$ cat src/rtl/conv_encoder_tx_pkg.sv
// conv_pkg: shared definitions for the rate-1/2 convolutional code.
// Used by conv_encoder_tx (transmit) and the Viterbi decoder (branch
// metrics), so both ends agree on generators and symbol bit order.
//   K_DEF, G0_DEF, G1_DEF : default constraint length and generators
//   K_MAX                 : widest window conv_sym() accepts
//   enc_state_t           : encoder frame FSM states
//   conv_sym()            : {G0 parity, G1 parity} of a K-bit window
package conv_pkg;

  localparam int             K_DEF       = 3;
  localparam logic [2:0]     G0_DEF      = 3'b111;  // octal 7
  localparam logic [2:0]     G1_DEF      = 3'b101;  // octal 5
  localparam int             MAX_LEN_DEF = 256;
  localparam int             K_MAX       = 16;

  typedef enum logic [1:0] {
    IDLE,
    DATA,
    TAIL
  } enc_state_t;

  // Window and generators are zero-extended to K_MAX by the caller, so the
  // upper bits never contribute to either parity.
  function automatic logic [1:0] conv_sym(input logic [K_MAX-1:0] w,
                                          input logic [K_MAX-1:0] g0,
                                          input logic [K_MAX-1:0] g1);
    return {^(w & g0), ^(w & g1)};
  endfunction

endpackage

$ cat src/rtl/conv_encoder_tx_if.sv
// conv_encoder_tx_if: input bit stream and output symbol stream of the
// encoder, both ready/valid.
//   in_valid/in_ready/in_bit/in_last     : data bits, in_last ends a frame
//   out_valid/out_ready/out_sym/out_last : code symbols, out_last on the
//                                          final tail symbol of a frame
// Modports: slave = encoder side, master = the producer/consumer around it.
interface conv_encoder_tx_if;

  logic       in_valid;
  logic       in_ready;
  logic       in_bit;
  logic       in_last;
  logic       out_valid;
  logic       out_ready;
  logic [1:0] out_sym;
  logic       out_last;

  modport slave (
    input  in_valid, in_bit, in_last, out_ready,
    output in_ready, out_valid, out_sym, out_last
  );

  modport master (
    output in_valid, in_bit, in_last, out_ready,
    input  in_ready, out_valid, out_sym, out_last
  );

endinterface

$ cat src/rtl/conv_enc_core.sv
// conv_enc_core: K-1 bit shift state plus combinational symbol for the
// current input bit.
//   clk, rst : clock, synchronous active-high reset
//   clr      : synchronous clear of the shift state (frame boundary)
//   load     : shift b into the state this cycle
//   b        : bit being encoded (0 during tail)
//   sym      : {G0 parity, G1 parity} of the window {b, s}
module conv_enc_core
  import conv_pkg::*;
#(
  parameter int           K  = K_DEF,
  parameter logic [K-1:0] G0 = G0_DEF,
  parameter logic [K-1:0] G1 = G1_DEF
) (
  input  logic       clk,
  input  logic       rst,
  input  logic       clr,
  input  logic       load,
  input  logic       b,
  output logic [1:0] sym
);

  // s[K-2] holds the most recent bit, so the window reads newest-first.
  logic [K-2:0] s;
  logic [K-1:0] w;

  assign w   = {b, s};
  assign sym = conv_sym(K_MAX'(w), K_MAX'(G0), K_MAX'(G1));

  // NOTE: state registers use non-blocking assignments so every flop samples
  // pre-edge values regardless of the order processes are evaluated.
  always_ff @(posedge clk) begin
    if (rst || clr) begin
      s <= '0;
    end else if (load) begin
      s <= w[K-1:1];
    end
  end

endmodule

$ cat src/rtl/conv_encoder_tx.sv
// conv_encoder_tx: framed rate-1/2 convolutional encoder. Each accepted bit
// yields one 2-bit symbol; every frame is flushed with K-1 zero tail bits so
// the decoder always starts from trellis state 0.
//   clk, rst  : clock, synchronous active-high reset
//   bus       : conv_encoder_tx_if.slave (input bits, output symbols)
//   frame_cnt : frames completed, counted when the last tail symbol loads
//   overflow  : sticky, a frame reached MAX_LEN bits without in_last
module conv_encoder_tx
  import conv_pkg::*;
#(
  parameter int           K       = K_DEF,
  parameter logic [K-1:0] G0      = G0_DEF,
  parameter logic [K-1:0] G1      = G1_DEF,
  parameter int           MAX_LEN = MAX_LEN_DEF
) (
  input  logic                clk,
  input  logic                rst,
  conv_encoder_tx_if.slave    bus,
  output logic [15:0]         frame_cnt,
  output logic                overflow
);

  localparam int CW = $clog2(MAX_LEN + 1);
  localparam int TW = (K > 2) ? $clog2(K) : 1;

  enc_state_t    state_q, state_d;
  logic [CW-1:0] bit_cnt_q, bit_cnt_d;
  logic [TW-1:0] tail_cnt_q, tail_cnt_d;

  logic       slot_free;   // output register may be (re)loaded this cycle
  logic       accept;
  logic       tail_load;
  logic       load;
  logic       last_tail;
  logic       ovf_set;
  logic [1:0] sym;

  assign slot_free    = !bus.out_valid || bus.out_ready;
  assign bus.in_ready = (state_q != TAIL) && slot_free;
  assign accept       = bus.in_valid && bus.in_ready;
  assign tail_load    = (state_q == TAIL) && slot_free;
  assign load         = accept || tail_load;

  conv_enc_core #(.K(K), .G0(G0), .G1(G1)) u_core (
    .clk  (clk),
    .rst  (rst),
    .clr  (last_tail),
    .load (load),
    .b    ((state_q == TAIL) ? 1'b0 : bus.in_bit),
    .sym  (sym)
  );

  // NOTE: every signal written here gets a default first; a path that
  // skipped an assignment would otherwise infer a latch.
  always_comb begin
    state_d    = state_q;
    bit_cnt_d  = bit_cnt_q;
    tail_cnt_d = tail_cnt_q;
    last_tail  = 1'b0;
    ovf_set    = 1'b0;
    unique case (state_q)
      IDLE, DATA: begin
        if (accept) begin
          bit_cnt_d = (state_q == IDLE) ? CW'(1) : bit_cnt_q + 1'b1;
          // A frame closes on in_last or when it is full; a full frame
          // without in_last is an overflow and later bits open a new frame.
          if (bus.in_last || (bit_cnt_d == CW'(MAX_LEN))) begin
            state_d    = TAIL;
            tail_cnt_d = '0;
            ovf_set    = !bus.in_last;
          end else begin
            state_d = DATA;
          end
        end
      end
      TAIL: begin
        if (tail_load) begin
          if (tail_cnt_q == TW'(K - 2)) begin
            last_tail  = 1'b1;
            state_d    = IDLE;
            bit_cnt_d  = '0;
            tail_cnt_d = '0;
          end else begin
            tail_cnt_d = tail_cnt_q + 1'b1;
          end
        end
      end
      default: state_d = IDLE;
    endcase
  end

  always_ff @(posedge clk) begin
    if (rst) begin
      state_q       <= IDLE;
      bit_cnt_q     <= '0;
      tail_cnt_q    <= '0;
      bus.out_valid <= 1'b0;
      bus.out_sym   <= '0;
      bus.out_last  <= 1'b0;
      frame_cnt     <= '0;
      overflow      <= 1'b0;
    end else begin
      state_q    <= state_d;
      bit_cnt_q  <= bit_cnt_d;
      tail_cnt_q <= tail_cnt_d;
      if (ovf_set)   overflow  <= 1'b1;
      if (last_tail) frame_cnt <= frame_cnt + 16'd1;
      // Single output stage: reload whenever the slot is free, otherwise
      // hold the stalled symbol untouched.
      if (load) begin
        bus.out_valid <= 1'b1;
        bus.out_sym   <= sym;
        bus.out_last  <= last_tail;
      end else if (bus.out_ready) begin
        bus.out_valid <= 1'b0;
        bus.out_last  <= 1'b0;
      end
    end
  end

endmodule

$ cat src/flat_wrapper.sv
// flat-port wrapper written by rule: the top's interface ports become plain ports
module conv_encoder_tx_flat import conv_pkg::*;
#(
  parameter int           K       = K_DEF,
  parameter logic [K-1:0] G0      = G0_DEF,
  parameter logic [K-1:0] G1      = G1_DEF,
  parameter int           MAX_LEN = MAX_LEN_DEF
)
  (clk, rst, frame_cnt, overflow, bus_in_valid, bus_in_bit, bus_in_last, bus_out_ready, bus_in_ready, bus_out_valid, bus_out_sym, bus_out_last);
  conv_encoder_tx_if bus_i ();
  input  logic clk;
  input  logic rst;
  output logic [15:0] frame_cnt;
  output logic overflow;
  input wire logic [$bits(bus_i.in_valid)-1:0] bus_in_valid;
  input wire logic [$bits(bus_i.in_bit)-1:0] bus_in_bit;
  input wire logic [$bits(bus_i.in_last)-1:0] bus_in_last;
  input wire logic [$bits(bus_i.out_ready)-1:0] bus_out_ready;
  output wire logic [$bits(bus_i.in_ready)-1:0] bus_in_ready;
  output wire logic [$bits(bus_i.out_valid)-1:0] bus_out_valid;
  output wire logic [$bits(bus_i.out_sym)-1:0] bus_out_sym;
  output wire logic [$bits(bus_i.out_last)-1:0] bus_out_last;
  assign bus_i.in_valid = bus_in_valid;
  assign bus_i.in_bit = bus_in_bit;
  assign bus_i.in_last = bus_in_last;
  assign bus_i.out_ready = bus_out_ready;
  assign bus_in_ready = bus_i.in_ready;
  assign bus_out_valid = bus_i.out_valid;
  assign bus_out_sym = bus_i.out_sym;
  assign bus_out_last = bus_i.out_last;
  conv_encoder_tx #(.K(K), .G0(G0), .G1(G1), .MAX_LEN(MAX_LEN)) u_core (.clk(clk), .rst(rst), .bus(bus_i), .frame_cnt(frame_cnt), .overflow(overflow));
endmodule
$ cat config.mk
export PLATFORM = sky130hd
export DESIGN_NAME = conv_encoder_tx_flat
export DESIGN_NICKNAME = d
export VERILOG_FILES = /design/src/rtl/conv_encoder_tx_pkg.sv /design/src/rtl/conv_encoder_tx_if.sv /design/src/rtl/conv_enc_core.sv /design/src/rtl/conv_encoder_tx.sv /design/src/flat_wrapper.sv
export SDC_FILE = /design/constraint.sdc
export NUM_CORES = 1
export LEC_CHECK = 0
export CAP_MARGIN = 20
export CORE_MARGIN = 4
export CORE_UTILIZATION = 48
export DETAILED_ROUTE_END_ITERATION = 10
export PLACE_DENSITY_LB_ADDON = 0.05
export SYNTH_ARGS = -nofsm -noshare
export SYNTH_HDL_FRONTEND = slang
export SYNTH_SLANG_ARGS = --single-unit
$ cat constraint.sdc
create_clock -name clk -period 1.75 [get_ports clk]
set_input_delay 0.2625 -clock clk [delete_from_list [all_inputs] [get_ports clk]]
set_output_delay 0.2625 -clock clk [all_outputs]
set_load 0.01 [all_outputs]
==> impl_results.md <==
- Kind of end point of the critical path: flip-flop
- Met1 track demand over resource in global routing: between 20% and 30%
- Hold Path Origin: u_core.tail_cnt_q[1]
- Kind of start point of the critical path: flip-flop
- Number of global-route vias before repair: roughly 1700
- Finish-stage setup viols: 0
- Clock Sinks: 36
- Post-Synthesis Net Count: 234
- Cell leakage power: 0.000955 µW
- Switching part of the total power: 25.4%
- Area taken by flip-flops and latches: 724 µm²
- Flip-flop and latch count after synthesis: 36
- Placed wire-length estimate: 3120 µm
- Initial antenna violation count: 0
- Post-route worst hold slack: 0.487 ns
- Final critical-path required period: 1.73 ns
- Hold violation count in the final report: 0
- Overall routed net length: 4450 µm
- Max-cap violation count: 0
- Data arrival time at the worst-slack endpoint: 1.90 ns
- Number of violations reported at the end of detailed-routing iteration 0: between 100 and 150
- CTS Buf Count: 5
- Number of distinct library cells after synthesis: 54
- Fraction of the yosys area taken by sequential cells: 37.5%
- CTS Root Cell: sky130_fd_sc_hd__clkbuf_8
- Via count: 1802
- Peak supply drop: 522 µV
- Syn_area_per_cell: 8.49 µm²
- Cell count after synthesis: 226
- Number of hold-repair buffers added at the cts stage: 0
- Hold crit path type: reg2reg
- Area fraction in compound gates after synthesis: 16.1%
- Top cells by area in the synthesized netlist: sky130_fd_sc_hd__dfxtp_1 38%, sky130_fd_sc_hd__nor2_1 6.3%, sky130_fd_sc_hd__xnor2_1 5.9%
- Data required time at the worst endpoint: 1.92 ns
- Post-Synth Simple-Gate Area: a little under a third
- Worst reg2reg path startpoint: u_core.bit_cnt_q[3]
- Height of the die: 71.2 µm
- Run status: completed
- Power density over the cells: 635 mW/mm²
- Post-synth top area cell: sky130_fd_sc_hd__dfxtp_1
- Top-level I/O count: 28
- Deepest clock path buffer count: 2
- Mean number of vias per cell: 5.49
- Logic gate share of total power: 15.7%
- Placed insts: 322
- Source-to-sink clock delay at the later pin of the worst-skew pair: 0.29 ns
- Final routed wire length divided by cell count: around 14 µm
- Number of core rows: 22
- Most used DFF post-synth: sky130_fd_sc_hd__dfxtp_1
- Initial Utilization: between 50 and 60%
- Fill cell total of the finished layout: 305
- Most used routing layer in global routing: met2
- Area share of xor/xnor cells in the synthesized design: 8.93%
- Worst slew margin relative to its limit: 68.0%
- Met3 track demand over resource: between 4 and 5%
- Worst r2r dst: u_core.tail_cnt_q[0]
- Multi-input gate area in the final layout: around 0.0012 mm²
- RSZ-0062 raised after global routing: yes
- Crit path max fanout: 6
- Floorplan core area: 0.00377 mm²
- Clock tree from TritonCTS: done
- Total net switching power: 416 µW
- Multiplexer share of the synthesized area: 1.83%
- GR Util All Layers: 17.8%
- Post-Route Skew: slightly below 0.008 ns
- Most frequent cells after synthesis: 36 x sky130_fd_sc_hd__dfxtp_1, 32 x sky130_fd_sc_hd__nor2_1, 16 x sky130_fd_sc_hd__a21oi_1
- Diodes inserted: 0
- Post-route total power: 1640 µW
- Worst Setup SP: u_core.bit_cnt_q[3]
- Number of cells on the worst reg-to-reg path: 5
- Fraction of met2 tracks used by global routing: 28.2%
- Overflow left after global routing: 0
- Synth top area share: 37.5%
- Slew @ Worst Pin: 0.479 ns
- Type of the worst setup path: reg2reg
- Non-filler cells in the finished layout: about 330
- Hold worst-path end: u_core.tail_cnt_q[1]
- Largest family of logic cells by synthesized area: simple AND/OR/NAND/NOR gates
- Area Overhead vs Synth: 34.4%
- Final antenna-violating net count: 0
- Number of cells on the worst hold path: 2
- Post-synth design cell area: 0.00192 mm²
- Portion of the clock cycle consumed by the worst path in the final layout: between 90% and 100%
- Clock-pin slew of the registers on the worst-case setup and hold paths: 0.06 ns
- Async set-or-reset flop fraction in the synthesized netlist: 0%
- Number of warning messages in the yosys log: 0
- Width of the die: 71.2 µm
- Internal power component: 1220 µW
- Most repeated cell in the gate-level netlist after synthesis: sky130_fd_sc_hd__dfxtp_1
- R2r setup slk: 0.02 ns
- CTS HTree Levels: 2
- Final #Nets: 290
- Fraction of layout cells with a size suffix above 1: 21.1%
- Global-route wire length before repair: 7330 µm
- Sequential Power Share: 52.0%
- EDFF count, synth: 0
- Number of pins with negative max-slew slack in the final report: 0
- Fmax achieved: ~580 MHz
- Synthesized-area fraction occupied by adder cells: 1.30%
- Maximum number of pins on one net before global-route repair: 39
- Final core utilization: 68.4%
- Die Outline Area: 0.00507 mm²
- Residual DRC: 0
- Weighted congestion at the end of routability-driven global placement: 0.819
- Clock Power Share: 32.3%
- Length of the first detailed-routing pass in iterations: 6
- Setup TNS: 0 ns
- Count of port buffers added during placement: 27
==> through the flow <==
stage | instance area (µm²) | setup WS, ns
3_5_place_dp | 2470 | -0.220
6_report | 2580 | 0.0197
4_1_cts | 2530 | 0.00581
2_1_floorplan | 1930 | 0.0244
5_1_grt | 2580 | -0.0970
3_3_place_gp | 2470 | -0.200
==> worst max-delay path, cell delays in order, from the launching register on <==
cell and delay (ns):
sky130_fd_sc_hd__dfxtp_1 0.49, sky130_fd_sc_hd__nand3_4 0.14, sky130_fd_sc_hd__or4_4 0.53, sky130_fd_sc_hd__o211ai_2 0.10, sky130_fd_sc_hd__and4_4 0.28, sky130_fd_sc_hd__o22ai_1 0.08
==> cell usage in the layout, fill, tap and decap left out, types with 4 or more instances in the layout <==
master                             n
sky130_fd_sc_hd__nand4_1           5
sky130_fd_sc_hd__nor2_1           32
sky130_fd_sc_hd__o21ai_0           9
sky130_fd_sc_hd__nand3_1           6
sky130_fd_sc_hd__nor3_1           13
sky130_fd_sc_hd__and4_1            4
sky130_fd_sc_hd__nand2_1          13
sky130_fd_sc_hd__xnor2_1          13
sky130_fd_sc_hd__xor2_1            4
sky130_fd_sc_hd__inv_1             7
sky130_fd_sc_hd__a21oi_1          16
sky130_fd_sc_hd__buf_4            30
sky130_fd_sc_hd__clkbuf_8          5
sky130_fd_sc_hd__dfxtp_1          33
sky130_fd_sc_hd__clkdlybuf4s50_1  26
==> registers in the layout, summed over array words and instances, names as in the netlist <==
register	cells
u_core.frame_cnt	16
u_core.bit_cnt_q	9
u_core.bus.out_sym	2
u_core.state_q	2
u_core.tail_cnt_q	2
u_core.u_core.s	2
u_core.bus.out_last	1
u_core.bus.out_valid	1
u_core.overflow	1
==> cell type report <==
type	instances	area share, %
clock buffers	5	2.67
inverters	7	1.02
multi-input cells	173	45.2
flip-flops and latches	36	28.1
well taps	48	2.33
repair buffers	59	20.7
==> layer usage <==
metal | share of wire, % | routed length (µm) | vias up
li1 | - | - | 920
met1 | 48 | 2130 | 829
met5 | 0 | 0 | -
met3 | 4.2 | 187 | 9
met4 | 1.9 | 86 | 0
met2 | 46 | 2050 | 44
==> worst max path at each step <==
stage | endpoint | slack, ns | cells past startpoint
finish | u_core.tail_cnt_q[0] | 0.02 | 5
global route | u_core.state_q[0] | -0.1 | 7
CTS | u_core.tail_cnt_q[0] | 0.006 | 6
detailed placement | u_core.bit_cnt_q[2] | -0.22 | 5
global placement | u_core.bit_cnt_q[2] | -0.20 | 5
floorplan | u_core.state_q[0] | 0.02 | 6
==> repair_timing <==
action                                  in CTS  in global routing
cloned                                       0                  0
buffers inserted                             0                  1
pin swaps                                    0                  1
endpoints found under the setup margin       5                  6
resized for setup                            2                  8
==> kinds of logic (layout without fill, tap and decap cells) <==
| group | after synthesis | count (layout) |
|---|---|---|
| and+or+nand+nor | 103 | 103 |
| AOI/OAI and AO/OA | 47 | 47 |
| DFF | 36 | 36 |
| xor gates and xnor gates | 18 | 18 |
| buffers and inverters | 17 | 71 |
| muxes | 3 | 3 |
| adders and majority gates | 2 | 2 |
==> power groups by stage <==
stage / sequential [µW] / clock, µW / combinational [µW]
2_1_floorplan: 878 / 0 / 133
3_3_place_gp: 870 / 0 / 252
3_5_place_dp: 869 / 0 / 254
4_1_cts: 851 / 552 / 254
5_1_grt: 853 / 576 / 282
6_report: 852 / 529 / 257
Note: power is estimated with default switching activity, not from simulation.
